===== src/rtl/mem_port_arbiter.sv =====
// Single-port memory arbiter between instruction fetch and the LSU.
// One transaction in flight; the response returns MEM_LAT cycles after the grant.
module mem_port_arbiter #(
    parameter int unsigned ADDR_W     = 32,
    parameter int unsigned DATA_W     = 32,
    parameter int unsigned MEM_LAT    = 1,
    parameter int unsigned STARVE_MAX = 4
) (
    input  logic                  clk,
    input  logic                  reset,
    input  logic                  if_req,
    input  logic [ADDR_W-1:0]     if_addr,
    output logic                  if_gnt,
    output logic                  if_rvalid,
    output logic [DATA_W-1:0]     if_rdata,
    input  logic                  d_req,
    input  logic                  d_we,
    input  logic [DATA_W/8-1:0]   d_wstrb,
    input  logic [ADDR_W-1:0]     d_addr,
    input  logic [DATA_W-1:0]     d_wdata,
    output logic                  d_gnt,
    output logic                  d_rvalid,
    output logic [DATA_W-1:0]     d_rdata,
    output logic                  mem_en,
    output logic                  mem_we,
    output logic [DATA_W/8-1:0]   mem_wstrb,
    output logic [ADDR_W-1:0]     mem_addr,
    output logic [DATA_W-1:0]     mem_wdata,
    input  logic [DATA_W-1:0]     mem_rdata
);

    localparam int unsigned LAT_W    = 2;
    localparam int unsigned STARVE_W = $clog2(STARVE_MAX + 1);

    if (MEM_LAT < 1 || MEM_LAT > 4) begin : g_bad_lat
        $error("mem_port_arbiter: MEM_LAT=%0d outside supported range 1..4", MEM_LAT);
    end

    typedef enum logic {IDLE, WAIT} state_t;

    state_t              state_q, state_d;
    logic [LAT_W-1:0]    lat_q, lat_d;
    logic [STARVE_W-1:0] starve_q, starve_d;
    logic                owner_d_q, owner_d_d;   // 1: LSU owns the in-flight access
    logic                wr_q, wr_d;             // in-flight access is a write
    logic                fetch_win;

    always_ff @(posedge clk) begin
        if (reset) begin
            state_q   <= IDLE;
            lat_q     <= '0;
            starve_q  <= '0;
            owner_d_q <= 1'b0;
            wr_q      <= 1'b0;
        end else begin
            state_q   <= state_d;
            lat_q     <= lat_d;
            starve_q  <= starve_d;
            owner_d_q <= owner_d_d;
            wr_q      <= wr_d;
        end
    end

    // Arbitration, memory strobe and response steering; everything is silenced in reset.
    always_comb begin
        state_d   = state_q;
        lat_d     = lat_q;
        starve_d  = starve_q;
        owner_d_d = owner_d_q;
        wr_d      = wr_q;
        fetch_win = 1'b0;
        if_gnt    = 1'b0;
        if_rvalid = 1'b0;
        if_rdata  = '0;
        d_gnt     = 1'b0;
        d_rvalid  = 1'b0;
        d_rdata   = '0;
        mem_en    = 1'b0;
        mem_we    = 1'b0;
        mem_wstrb = '0;
        mem_addr  = '0;
        mem_wdata = '0;

        if (!reset) begin
            case (state_q)
                IDLE: begin
                    if (if_req || d_req) begin
                        fetch_win = if_req && (!d_req || starve_q == STARVE_W'(STARVE_MAX));
                        mem_en    = 1'b1;
                        state_d   = WAIT;
                        lat_d     = LAT_W'(MEM_LAT - 1);
                        if (fetch_win) begin
                            if_gnt    = 1'b1;
                            mem_addr  = if_addr;
                            owner_d_d = 1'b0;
                            wr_d      = 1'b0;
                            starve_d  = '0;
                        end else begin
                            d_gnt     = 1'b1;
                            mem_we    = d_we;
                            mem_wstrb = d_wstrb;
                            mem_addr  = d_addr;
                            mem_wdata = d_wdata;
                            owner_d_d = 1'b1;
                            wr_d      = d_we;
                            if (!if_req) begin
                                starve_d = '0;
                            end else if (starve_q != STARVE_W'(STARVE_MAX)) begin
                                starve_d = starve_q + STARVE_W'(1);
                            end
                        end
                    end
                end
                WAIT: begin
                    if (lat_q == '0) begin
                        state_d = IDLE;
                        if (owner_d_q) begin
                            d_rvalid = 1'b1;
                            d_rdata  = wr_q ? '0 : mem_rdata;
                        end else begin
                            if_rvalid = 1'b1;
                            if_rdata  = mem_rdata;
                        end
                    end else begin
                        lat_d = lat_q - LAT_W'(1);
                    end
                end
                default: state_d = IDLE;
            endcase
        end
    end

endmodule


===== config.mk =====
export PLATFORM = sky130hd
export DESIGN_NAME = mem_port_arbiter
export DESIGN_NICKNAME = d
export VERILOG_FILES = /design/src/rtl/mem_port_arbiter.sv
export SDC_FILE = /design/constraint.sdc
export NUM_CORES = 1
export LEC_CHECK = 0
export BUFFER_PORTS_ARGS = -buffer_cell sky130_fd_sc_hd__buf_2
export CORE_AREA = 4 4 103 105
export CTS_BUF_LIST = sky130_fd_sc_hd__clkbuf_4 sky130_fd_sc_hd__clkbuf_8
export DETAILED_ROUTE_END_ITERATION = 10
export DIE_AREA = 0 0 107 109
export GPL_ROUTABILITY_DRIVEN = 0
export SLEW_MARGIN = 20
export SYNTH_ARGS = -nofsm -noshare
export SYNTH_HDL_FRONTEND = slang
export SYNTH_SLANG_ARGS = --single-unit

===== constraint.sdc =====
create_clock -name clk -period 1.8 [get_ports clk]
set_clock_uncertainty 0.05 [all_clocks]
set_input_delay 0.27 -clock clk [delete_from_list [all_inputs] [get_ports clk]]
set_output_delay 0.27 -clock clk [all_outputs]
set_load 0.1 [all_outputs]

==> results of run 1 <==
## routing by layer
| layer | routed length, um | vias up |
|---|---|---|
| met5 | 41 | - |
| met4 | 447 | 6 |
| met3 | 1180 | 36 |
| met2 | 8210 | 205 |
| met1 | 5300 | 1643 |
| li1 | - | 1591 |
## worst max path at each step
stage,end,cells past startpoint
floorplan,d_rdata[10],6
global placement,d_rdata[16],6
detailed placement,mem_wdata[23],7
CTS,mem_wdata[14],7
global route,d_rdata[12],7
finish,mem_wdata[7],7
## logic make-up (layout without fill, tap and decap cells)
group,Yosys count,after routing,synth area share
AO/OA/AOI/OAI,46,46,0.208
adder cells (fa/ha/maj),3,3,0.0203
buffers and inverters,42,325,0.106
flip-flops,8,8,0.0866
other,0,2,0
AND/OR/NAND/NOR,184,184,0.579
## cell usage in the layout, fill, tap and decap left out, types with 2 or more instances in the layout
| master | netlist | routed |
|---|---|---|
| nand2b_1 | 2 | 2 |
| inv_1 | 6 | 2 |
| o2111ai_4 | 0 | 9 |
| buf_4 | 4 | 17 |
| ha_4 | 0 | 2 |
| buf_16 | 0 | 5 |
| clkbuf_16 | 0 | 3 |
| buf_2 | 13 | 136 |
| nor3b_1 | 3 | 3 |
| diode_2 | 0 | 2 |
| o2111ai_2 | 0 | 23 |
| nand2_1 | 34 | 2 |
| nand2_4 | 0 | 30 |
| dfxtp_2 | 0 | 4 |
| buf_6 | 1 | 8 |
| buf_12 | 0 | 144 |
| dfxtp_1 | 8 | 3 |
| buf_8 | 0 | 3 |
| nor2_1 | 4 | 3 |
| clkbuf_8 | 0 | 3 |
| a21oi_1 | 5 | 5 |
| nand4_1 | 32 | 32 |
| and2_4 | 0 | 101 |
| inv_2 | 0 | 4 |
| nand2_2 | 1 | 2 |
## layout make-up
class / instances / share of cell area
Clock buffer: 3 / 0.00608
Antenna cell: 2 / 0.000737
Tap cell: 133 / 0.0245
Sequential cell: 8 / 0.0249
Timing Repair Buffer: 316 / 0.594
Inverter: 6 / 0.00331
Multi-Input combinational cell: 233 / 0.346
## power by group
group	internal, mW	switching [mW]	leakage [nW]
clock network	0.145	0.0776	0.0216
registers	0.186	0.00807	0.0678
logic	0.835	1.33	2.85
## worst max-delay path, stage by stage (launching register included)
cell and delay (ns):
dfxtp_2 0.32, inv_2 0.07, ha_4 0.18, nand2_8 0.08
o211a_4 0.31, buf_16 0.17, and2_4 0.17, buf_12 0.16
## state kept, by name, summed over array words and instances, names as in the netlist
register	cells
lat_q	2
wr_q	1
owner_d_q	1
starve_q	3
state_q	1
## per-stage QoR
stage / utilization / hold WS [ns] / TNS (ns) / area (um^2) / worst slack, ns
after global placement: 0.621 / 0.406 / 0 / 5990 / 0.0650
final: 0.705 / 0.245 / -20.90 / 6800 / -0.224
after detailed placement: 0.621 / 0.409 / 0 / 5990 / 0.0210
after floorplan: - / 0.346 / -5.97 / 2370 / -0.186
after CTS: 0.702 / 0.247 / -21.27 / 6760 / -0.207
after global routing: 0.705 / 0.250 / -26.10 / 6800 / -0.254
## timing repair
action / in CTS / in global routing
gates cloned: 10 / 3
setup endpoints to repair: 135 / 135
hold buffers: 0 / 0
buffers inserted: 11 / 7
pin swaps: 83 / 30
gates resized for setup: 87 / 18
==> impl_metrics.env, run 1 <==
export IMPL_status="finished with violations"
export IMPL_violations="setup timing"
export IMPL_ys_warn_count=0
export IMPL_leakagePower_nw=2.94
export IMPL_reg2reg_slack_ns=0.29
export IMPL_synth_seq_cells=8
export IMPL_pwr_density_cell_nw_per_um2=379
export IMPL_grt_max_degree=39
export IMPL_cts_tree="yes"
export IMPL_cts_htree_levels=1
export IMPL_synthTopCellsByCount="and2_1 (101), nand2_1 (34), nand4_1 (32), o2111ai_1 (32), clkbuf_1 (18)"
export IMPL_crit_required_ns=1.48
export IMPL_async_flop_share=0
export IMPL_hpwlAfterDp_mm=10.8
export IMPL_rows=36
export IMPL_synthDominantCellAreaShare=0.342
export IMPL_fin_cells=701
export IMPL_cp_arrival_ns=1.70
export IMPL_cts_sinks=8
export IMPL_clk_pin_slew_ns=0.04
export IMPL_whs_path_depth=2
export IMPL_reg2reg_from="starve_q[0]$_SDFFE_PP0P_"
export IMPL_die_w_um=107
export IMPL_critPathKind="reg -> out"
export IMPL_yosysMostFrequentCell="and2_1"
export IMPL_die_h_um=109
export IMPL_synth_top_cells_by_area="and2_1 (34%), o2111ai_1 (15%), nand4_1 (11%)"
export IMPL_post_route_drc_count=0
export IMPL_wl_mm=15.2
export IMPL_initial_core_util=0.192
export IMPL_ant_nets=0
export IMPL_r2r_cells=6
export IMPL_maxSlewViolCount=0
export IMPL_fin_ws_ns=-0.224
export IMPL_io_buffers=274
export IMPL_clock_fmax_mhz=494
export IMPL_die_area_um2=11700
export IMPL_root_buffer="clkbuf_8"
export IMPL_finalHoldViolCount=0
export IMPL_ys_seq_area_frac=0.0866
export IMPL_grt_pass1_vias=3761
export IMPL_wl_per_cell_um=21.7
export IMPL_critPathLaunchType="flip-flop"
export IMPL_multi_input_area_um2=2350
export IMPL_numCtsBuffers=3
export IMPL_synth_area_per_cell_um2=6.53
export IMPL_nFillCells=650
export IMPL_synth_cell_types=32
export IMPL_hp_start="d_we"
export IMPL_crit_fanout=17
export IMPL_grt_pass1_wl_mm=21.6
export IMPL_finalSetupViolCount=135
export IMPL_period_needed_ns=2.02
export IMPL_rr_endpoint="wr_q$_SDFFE_PP0P_"
export IMPL_fin_nets=708
export IMPL_synthToLayoutAreaGrowth_pct=267
export IMPL_met3_usage=0.0705
export IMPL_synthCells=283
export IMPL_hold_class="in -> reg"
export IMPL_ioPinCount=275
export IMPL_cp_end_kind="output port"
export IMPL_insertion_delay_ns=0.23
export IMPL_synth_edf_count=0
export IMPL_dr_first_iter_drc_count=169
export IMPL_fp_coreArea_um2=9640
export IMPL_syn_nets=423
export IMPL_grtUsageTotal=0.237
export IMPL_synth_top_area_cell="and2_1"
export IMPL_tightest_slew_ns=0.434
export IMPL_rsz0062_at_grt="true"
export IMPL_drive_above_1_share=0.892
export IMPL_vias=3481
export IMPL_top_usage_layer="met2"
export IMPL_via_per_inst=4.97
export IMPL_seqCellArea_um2=169
export IMPL_grt_use_met2=0.452
export IMPL_synth_ff_type="dfxtp_1"
export IMPL_grt_util_met1=0.250
export IMPL_cts_buffer_depth=2
export IMPL_placedCellCount=673
export IMPL_antenna_found_initial=5
export IMPL_peakVddDrop_uv=252
export IMPL_grt_overflow=0
export IMPL_timing_slew_headroom=0.710
export IMPL_min_period_over_period=1.12
export IMPL_syn_area_um2=1850
export IMPL_startpoint="starve_q[0]$_SDFFE_PP0P_"
export IMPL_p_total_mw=2.58
export IMPL_whs_endpoint="wr_q$_SDFFE_PP0P_"
export IMPL_first_pass_iters=4
export IMPL_maxCapViolations=0
Note: power is estimated with default switching activity, not from simulation.
==> run 2: changes to the inputs <==
--- a/config.mk
+++ b/config.mk
@@ -11,6 +11,7 @@
 export DETAILED_ROUTE_END_ITERATION = 10
 export DIE_AREA = 0 0 107 109
 export GPL_ROUTABILITY_DRIVEN = 0
+export RECOVER_POWER = 50
 export SLEW_MARGIN = 20
 export SYNTH_ARGS = -nofsm -noshare
 export SYNTH_HDL_FRONTEND = slang
==> run 2 against run 1 <==
Against the previous run: the run still ends with setup timing left; global-route usage unchanged; clock power is essentially flat; utilization hardly changed; maximum frequency decreased by 0.14%; die area is the same; non-clock buffer count is the same; flip-flop and latch count did not move; via count stayed put; clock-buffer cell count unchanged; critical path type unchanged; largest power group unchanged.
==> impl_metrics.env, run 2 (synthesis gave the netlist of run 1 again) <==
export IMPL_tightest_slew_ns=0.434
export IMPL_finalHoldViolCount=0
export IMPL_hold_class="in -> reg"
export IMPL_crit_buf_inv=3
export IMPL_violations="setup timing"
export IMPL_crit_required_ns=1.48
export IMPL_maxSlewViolCount=0
export IMPL_cts_htree_levels=1
export IMPL_fin_ws_ns=-0.227
export IMPL_maxCapViolations=0
export IMPL_hpwlAfterDp_mm=10.8
export IMPL_drive_above_1_share=0.890
export IMPL_die_h_um=109
export IMPL_grt_pass1_vias=3761
export IMPL_ant_nets=0
export IMPL_grt_overflow=0
export IMPL_wl_per_cell_um=21.7
export IMPL_timing_slew_headroom=0.710
export IMPL_final_common_cell="buf_12"
export IMPL_p_int_mw=1.17
export IMPL_critPathTopFamily="buffers and inverters"
export IMPL_max_stage_delay_ns=0.31
export IMPL_die_area_um2=11700
export IMPL_rsz0062_at_grt="true"
export IMPL_placedCellCount=673
export IMPL_slowest_stage="dfxtp_1"
export IMPL_largest_registers="starve_q: 3 flops, lat_q: 2 flops"
export IMPL_p_seq_frac=0.075
export IMPL_via_per_inst=4.97
export IMPL_cts_tree="yes"
export IMPL_largest_register_ffs=3
export IMPL_final_cell_mix="buf_12 (144), buf_2 (136), and2_4 (101), nand4_1 (32), nand2_4 (30)"
export IMPL_status="finished with violations"
export IMPL_grt_pass1_wl_mm=21.6
export IMPL_synthToLayoutAreaGrowth_pct=267
export IMPL_insertion_delay_ns=0.23
export IMPL_wl_mm=15.2
export IMPL_dr_first_iter_drc_count=169
export IMPL_fin_nets=708
export IMPL_crit_fanout=17
export IMPL_root_buffer="clkbuf_8"
export IMPL_sw_frac_of_total=0.548
export IMPL_crit_chain="inv_2 > ha_4 > nand2_8 > o211a_4 > buf_16 > and2_4 > buf_12"
export IMPL_clk_pin_slew_ns=0.04
export IMPL_ioPinCount=275
export IMPL_first_pass_iters=4
export IMPL_io_buffers=274
export IMPL_critPathKind="reg -> out"
export IMPL_min_period_over_period=1.13
export IMPL_cts_hold_buf=0
export IMPL_period_needed_ns=2.03
export IMPL_post_route_drc_count=0
export IMPL_antenna_found_initial=5
export IMPL_pwr_density_cell_nw_per_um2=379
export IMPL_power_switching_mw=1.41
export IMPL_critPathLaunchType="flip-flop"
export IMPL_finalSetupViolCount=135
export IMPL_rows=36
export IMPL_vias=3481
export IMPL_leakagePower_nw=2.93
export IMPL_cp_arrival_ns=1.71
export IMPL_regMostFlops="starve_q"
export IMPL_cts_buffer_depth=2
export IMPL_die_w_um=107
export IMPL_grt_max_degree=39
export IMPL_grtUsageTotal=0.237
export IMPL_p_clk_frac=0.087
export IMPL_fin_cells=701
export IMPL_tns_ns=-21.35
export IMPL_cp_end_kind="output port"
export IMPL_peakVddDrop_uv=251
export IMPL_numCtsBuffers=3
export IMPL_cts_sinks=8
export IMPL_fp_coreArea_um2=9640
export IMPL_combPwrFrac=0.838
export IMPL_clock_fmax_mhz=493
export IMPL_initial_core_util=0.192
[run 2: worst paths after layout]
kind | from | end | slack, ns | cells after the start
setup reg to reg | starve_q[0]$_SDFFE_PP0P_ | owner_d_q$_SDFFE_PP0P_ | 0.27 | 7
hold / removal | d_we | wr_q$_SDFFE_PP0P_ | 0.24 | 2
hold reg to reg | lat_q[0]$_SDFFE_PP0P_ | lat_q[0]$_SDFFE_PP0P_ | 0.43 | 2
setup / recovery | starve_q[0]$_SDFFE_PP0P_ | mem_wdata[7] | -0.23 | 7
[run 2: power by group through the flow]
stage	clock [mW]	sequential [mW]	combinational, mW
after floorplan	0	0.193	1.17
after global placement	0	0.195	1.91
after detailed placement	0	0.195	1.93
after CTS	0.225	0.193	2.14
after global routing	0.235	0.194	2.22
final	0.223	0.193	2.16
[run 2: cell type report]
type                       count  area, um^2
timing repair buffer         316        4040
fill                         651        2850
multi-input combinational    233        2350
sequential                     8         168
tap                          133         166
clock buffer                   3        41.3
inverter                       6        22.5
antenna                        2        5.00
[run 2: worst reg2reg max path: cells and delay by family, from the launching register on]
family                     cells  cell delay (ns)
DFF                            1             0.34
buffers and inverters          3             0.33
AOI/OAI and AO/OA              3             0.55
adders and majority gates      1             0.19
[run 2: repair_timing]
action	CTS	global route
pin swaps	83	30
gates cloned	10	3
setup buffers	11	7
gates resized for setup	87	18
endpoints found under the setup margin	135	135
[run 2: stage by stage]
step           total power, mW  setup WS [ns]  utilization  hold WS (ns)  area, um^2
2_1_floorplan             1.36         -0.186            -         0.346        2370
3_3_place_gp              2.10         0.0650        0.621         0.406        5990
3_5_place_dp              2.13         0.0210        0.621         0.409        5990
4_1_cts                   2.56         -0.207        0.702         0.247        6760
5_1_grt                   2.65         -0.254        0.705         0.250        6790
6_report                  2.58         -0.227        0.705         0.245        6790
[run 2: per-layer routing]
| metal | GRT usage | part of all wire | up-vias |
|---|---|---|---|
| met5 | 0 | 0.0027 | - |
| met4 | 0.0740 | 0.029 | 6 |
| met3 | 0.0705 | 0.078 | 36 |
| met2 | 0.452 | 0.54 | 205 |
| met1 | 0.250 | 0.35 | 1643 |
| li1 | - | - | 1591 |
==> run 3: changes to the inputs <==
--- a/config.mk
+++ b/config.mk
@@ -6,10 +6,10 @@
 export NUM_CORES = 1
 export LEC_CHECK = 0
 export BUFFER_PORTS_ARGS = -buffer_cell sky130_fd_sc_hd__buf_2
-export CORE_AREA = 4 4 103 105
+export CORE_AREA = 4 4 105 107
 export CTS_BUF_LIST = sky130_fd_sc_hd__clkbuf_4 sky130_fd_sc_hd__clkbuf_8
 export DETAILED_ROUTE_END_ITERATION = 10
-export DIE_AREA = 0 0 107 109
+export DIE_AREA = 0 0 109 111
 export GPL_ROUTABILITY_DRIVEN = 0
 export RECOVER_POWER = 50
 export SLEW_MARGIN = 20
==> constraint.sdc (replaced) <==
create_clock -name clk -period 1.7 [get_ports clk]
set_clock_uncertainty 0.05 [all_clocks]
set_input_delay 0.255 -clock clk [delete_from_list [all_inputs] [get_ports clk]]
set_output_delay 0.255 -clock clk [all_outputs]
set_load 0.1 [all_outputs]
==> run 3 against run 2 <==
Against the previous run: the flow still finishes with violations (setup timing); global-route usage rose by 0.11 points; utilization fell by 0.27 points; non-clock buffer count up 15; die area increased by 3.7%; first-iteration DRC count shrank 2.4%; cell area up 4.8%; clock power grew 7%; sequential power increased by 5%; routed wire length is 5.0% higher; largest power group unchanged.
==> impl_metrics.env, run 3 (synthesis gave the netlist of run 1 again) <==
export IMPL_combPwrFrac=0.845
export IMPL_crit_required_ns=1.39
export IMPL_final_common_cell="buf_12"
export IMPL_largest_register_ffs=3
export IMPL_finalHoldViolCount=0
export IMPL_root_buffer="clkbuf_8"
export IMPL_via_per_inst=4.96
export IMPL_drive_above_1_share=0.881
export IMPL_regMostFlops="starve_q"
export IMPL_vias=3561
export IMPL_fp_coreArea_um2=10100
export IMPL_p_int_mw=1.33
export IMPL_cts_hold_buf=0
export IMPL_status="finished with violations"
export IMPL_critPathLaunchType="flip-flop"
export IMPL_wl_mm=15.9
export IMPL_rows=37
export IMPL_grtUsageTotal=0.238
export IMPL_r2r_cells=7
export IMPL_fin_cells=718
export IMPL_insertion_delay_ns=0.23
export IMPL_power_switching_mw=1.52
export IMPL_clock_fmax_mhz=493
export IMPL_grt_pass1_wl_mm=22.4
export IMPL_p_seq_frac=0.071
export IMPL_synthToLayoutAreaGrowth_pct=285
export IMPL_grt_max_degree=39
export IMPL_dpl_instance_area_um2=6060
export IMPL_rsz0062_at_grt="true"
export IMPL_post_route_drc_count=0
export IMPL_tightest_slew_ns=0.425
export IMPL_first_pass_iters=4
export IMPL_design_area_um2=7120
export IMPL_placedCellCount=680
export IMPL_pwr_density_cell_nw_per_um2=401
export IMPL_final_cell_mix="buf_12 (151), buf_2 (136), and2_4 (101), nand4_1 (32), nand2_4 (31)"
export IMPL_cts_tree="yes"
export IMPL_timing_slew_headroom=0.716
export IMPL_die_area_um2=12100
export IMPL_hold_class="in -> reg"
export IMPL_clk_pin_slew_ns=0.04
export IMPL_hpwlAfterDp_mm=11.0
export IMPL_finalSetupViolCount=137
export IMPL_fin_nets=723
export IMPL_whs_path_depth=2
export IMPL_cts_sinks=8
export IMPL_p_clk_frac=0.084
export IMPL_peakVddDrop_uv=346
export IMPL_die_w_um=109
export IMPL_min_period_over_period=1.19
export IMPL_ioPinCount=275
export IMPL_whs_ns=0.209
export IMPL_maxSlewViolCount=0
export IMPL_cts_buffer_depth=2
export IMPL_antenna_found_initial=1
export IMPL_dr_first_iter_drc_count=165
export IMPL_sw_frac_of_total=0.533
export IMPL_fin_ws_ns=-0.327
export IMPL_dp_slack_ns=-0.0495
export IMPL_crit_fanout=9
export IMPL_ant_nets=0
export IMPL_cp_arrival_ns=1.72
export IMPL_violations="setup timing"
export IMPL_numCtsBuffers=3
export IMPL_cts_htree_levels=1
export IMPL_largest_registers="starve_q: 3 flops, lat_q: 2 flops"
export IMPL_period_needed_ns=2.03
export IMPL_grt_pass1_vias=3838
export IMPL_critPathKind="reg -> out"
export IMPL_wl_per_cell_um=22.2
export IMPL_cp_end_kind="output port"
export IMPL_p_total_mw=2.85
export IMPL_die_h_um=111
export IMPL_maxCapViolations=0
export IMPL_initial_core_util=0.182
export IMPL_io_buffers=274
export IMPL_leakagePower_nw=3.08
export IMPL_grt_overflow=0
-- run 3: final timing paths --
kind                                  to                startpoint  slack (ns)
setup / recovery            mem_wdata[2]  starve_q[0]$_SDFFE_PP0P_       -0.33
hold / removal         wr_q$_SDFFE_PP0P_                      d_we        0.21
setup reg to reg       wr_q$_SDFFE_PP0P_  starve_q[0]$_SDFFE_PP0P_        0.07
hold reg to reg   owner_d_q$_SDFFE_PP0P_    owner_d_q$_SDFFE_PP0P_        0.43
-- run 3: repair_timing --
item,in CTS,in global routing
gates resized for setup,65,5
gates cloned,12,7
pin swaps,73,42
endpoints found under the setup margin,137,137
buffers inserted,12,4
-- run 3: layer usage --
| metal | global-route usage | part of all wire | vias up |
|---|---|---|---|
| li1 | - | - | 1617 |
| met1 | 0.234 | 0.33 | 1696 |
| met3 | 0.0617 | 0.084 | 34 |
| met2 | 0.467 | 0.55 | 214 |
| met4 | 0.0774 | 0.032 | 0 |
| met5 | 0 | 0 | - |
-- run 3: critical path, cell delays in order, from the launching register on --
cell	delay [ns]
dfxtp_2	0.34
inv_2	0.05
ha_4	0.17
nand2_4	0.08
o211a_4	0.30
clkbuf_16	0.21
and2_4	0.15
buf_12	0.16
-- run 3: final cells by class --
type | count | area [um^2]
timing repair buffer | 331 | 4390
fill | 662 | 3020
multi-input combinational | 233 | 2320
tap | 136 | 170
sequential | 8 | 169
clock buffer | 3 | 41.3
inverter | 6 | 22.5
antenna | 1 | 2.50
-- run 3: metrics by stage --
step	TNS, ns	utilization
after global routing	-41.22	0.702
after global placement	-0.860	0.598
after floorplan	-9.01	-
final	-34.21	0.702
after CTS	-30.91	0.682
after detailed placement	-1.42	0.598
-- run 3: power by group through the flow --
stage | logic [mW] | registers (mW) | clock network (mW)
2_1_floorplan | 1.25 | 0.205 | 0
4_1_cts | 2.36 | 0.203 | 0.242
5_1_grt | 2.48 | 0.204 | 0.254
3_3_place_gp | 2.05 | 0.206 | 0
3_5_place_dp | 2.07 | 0.207 | 0
6_report | 2.41 | 0.203 | 0.239
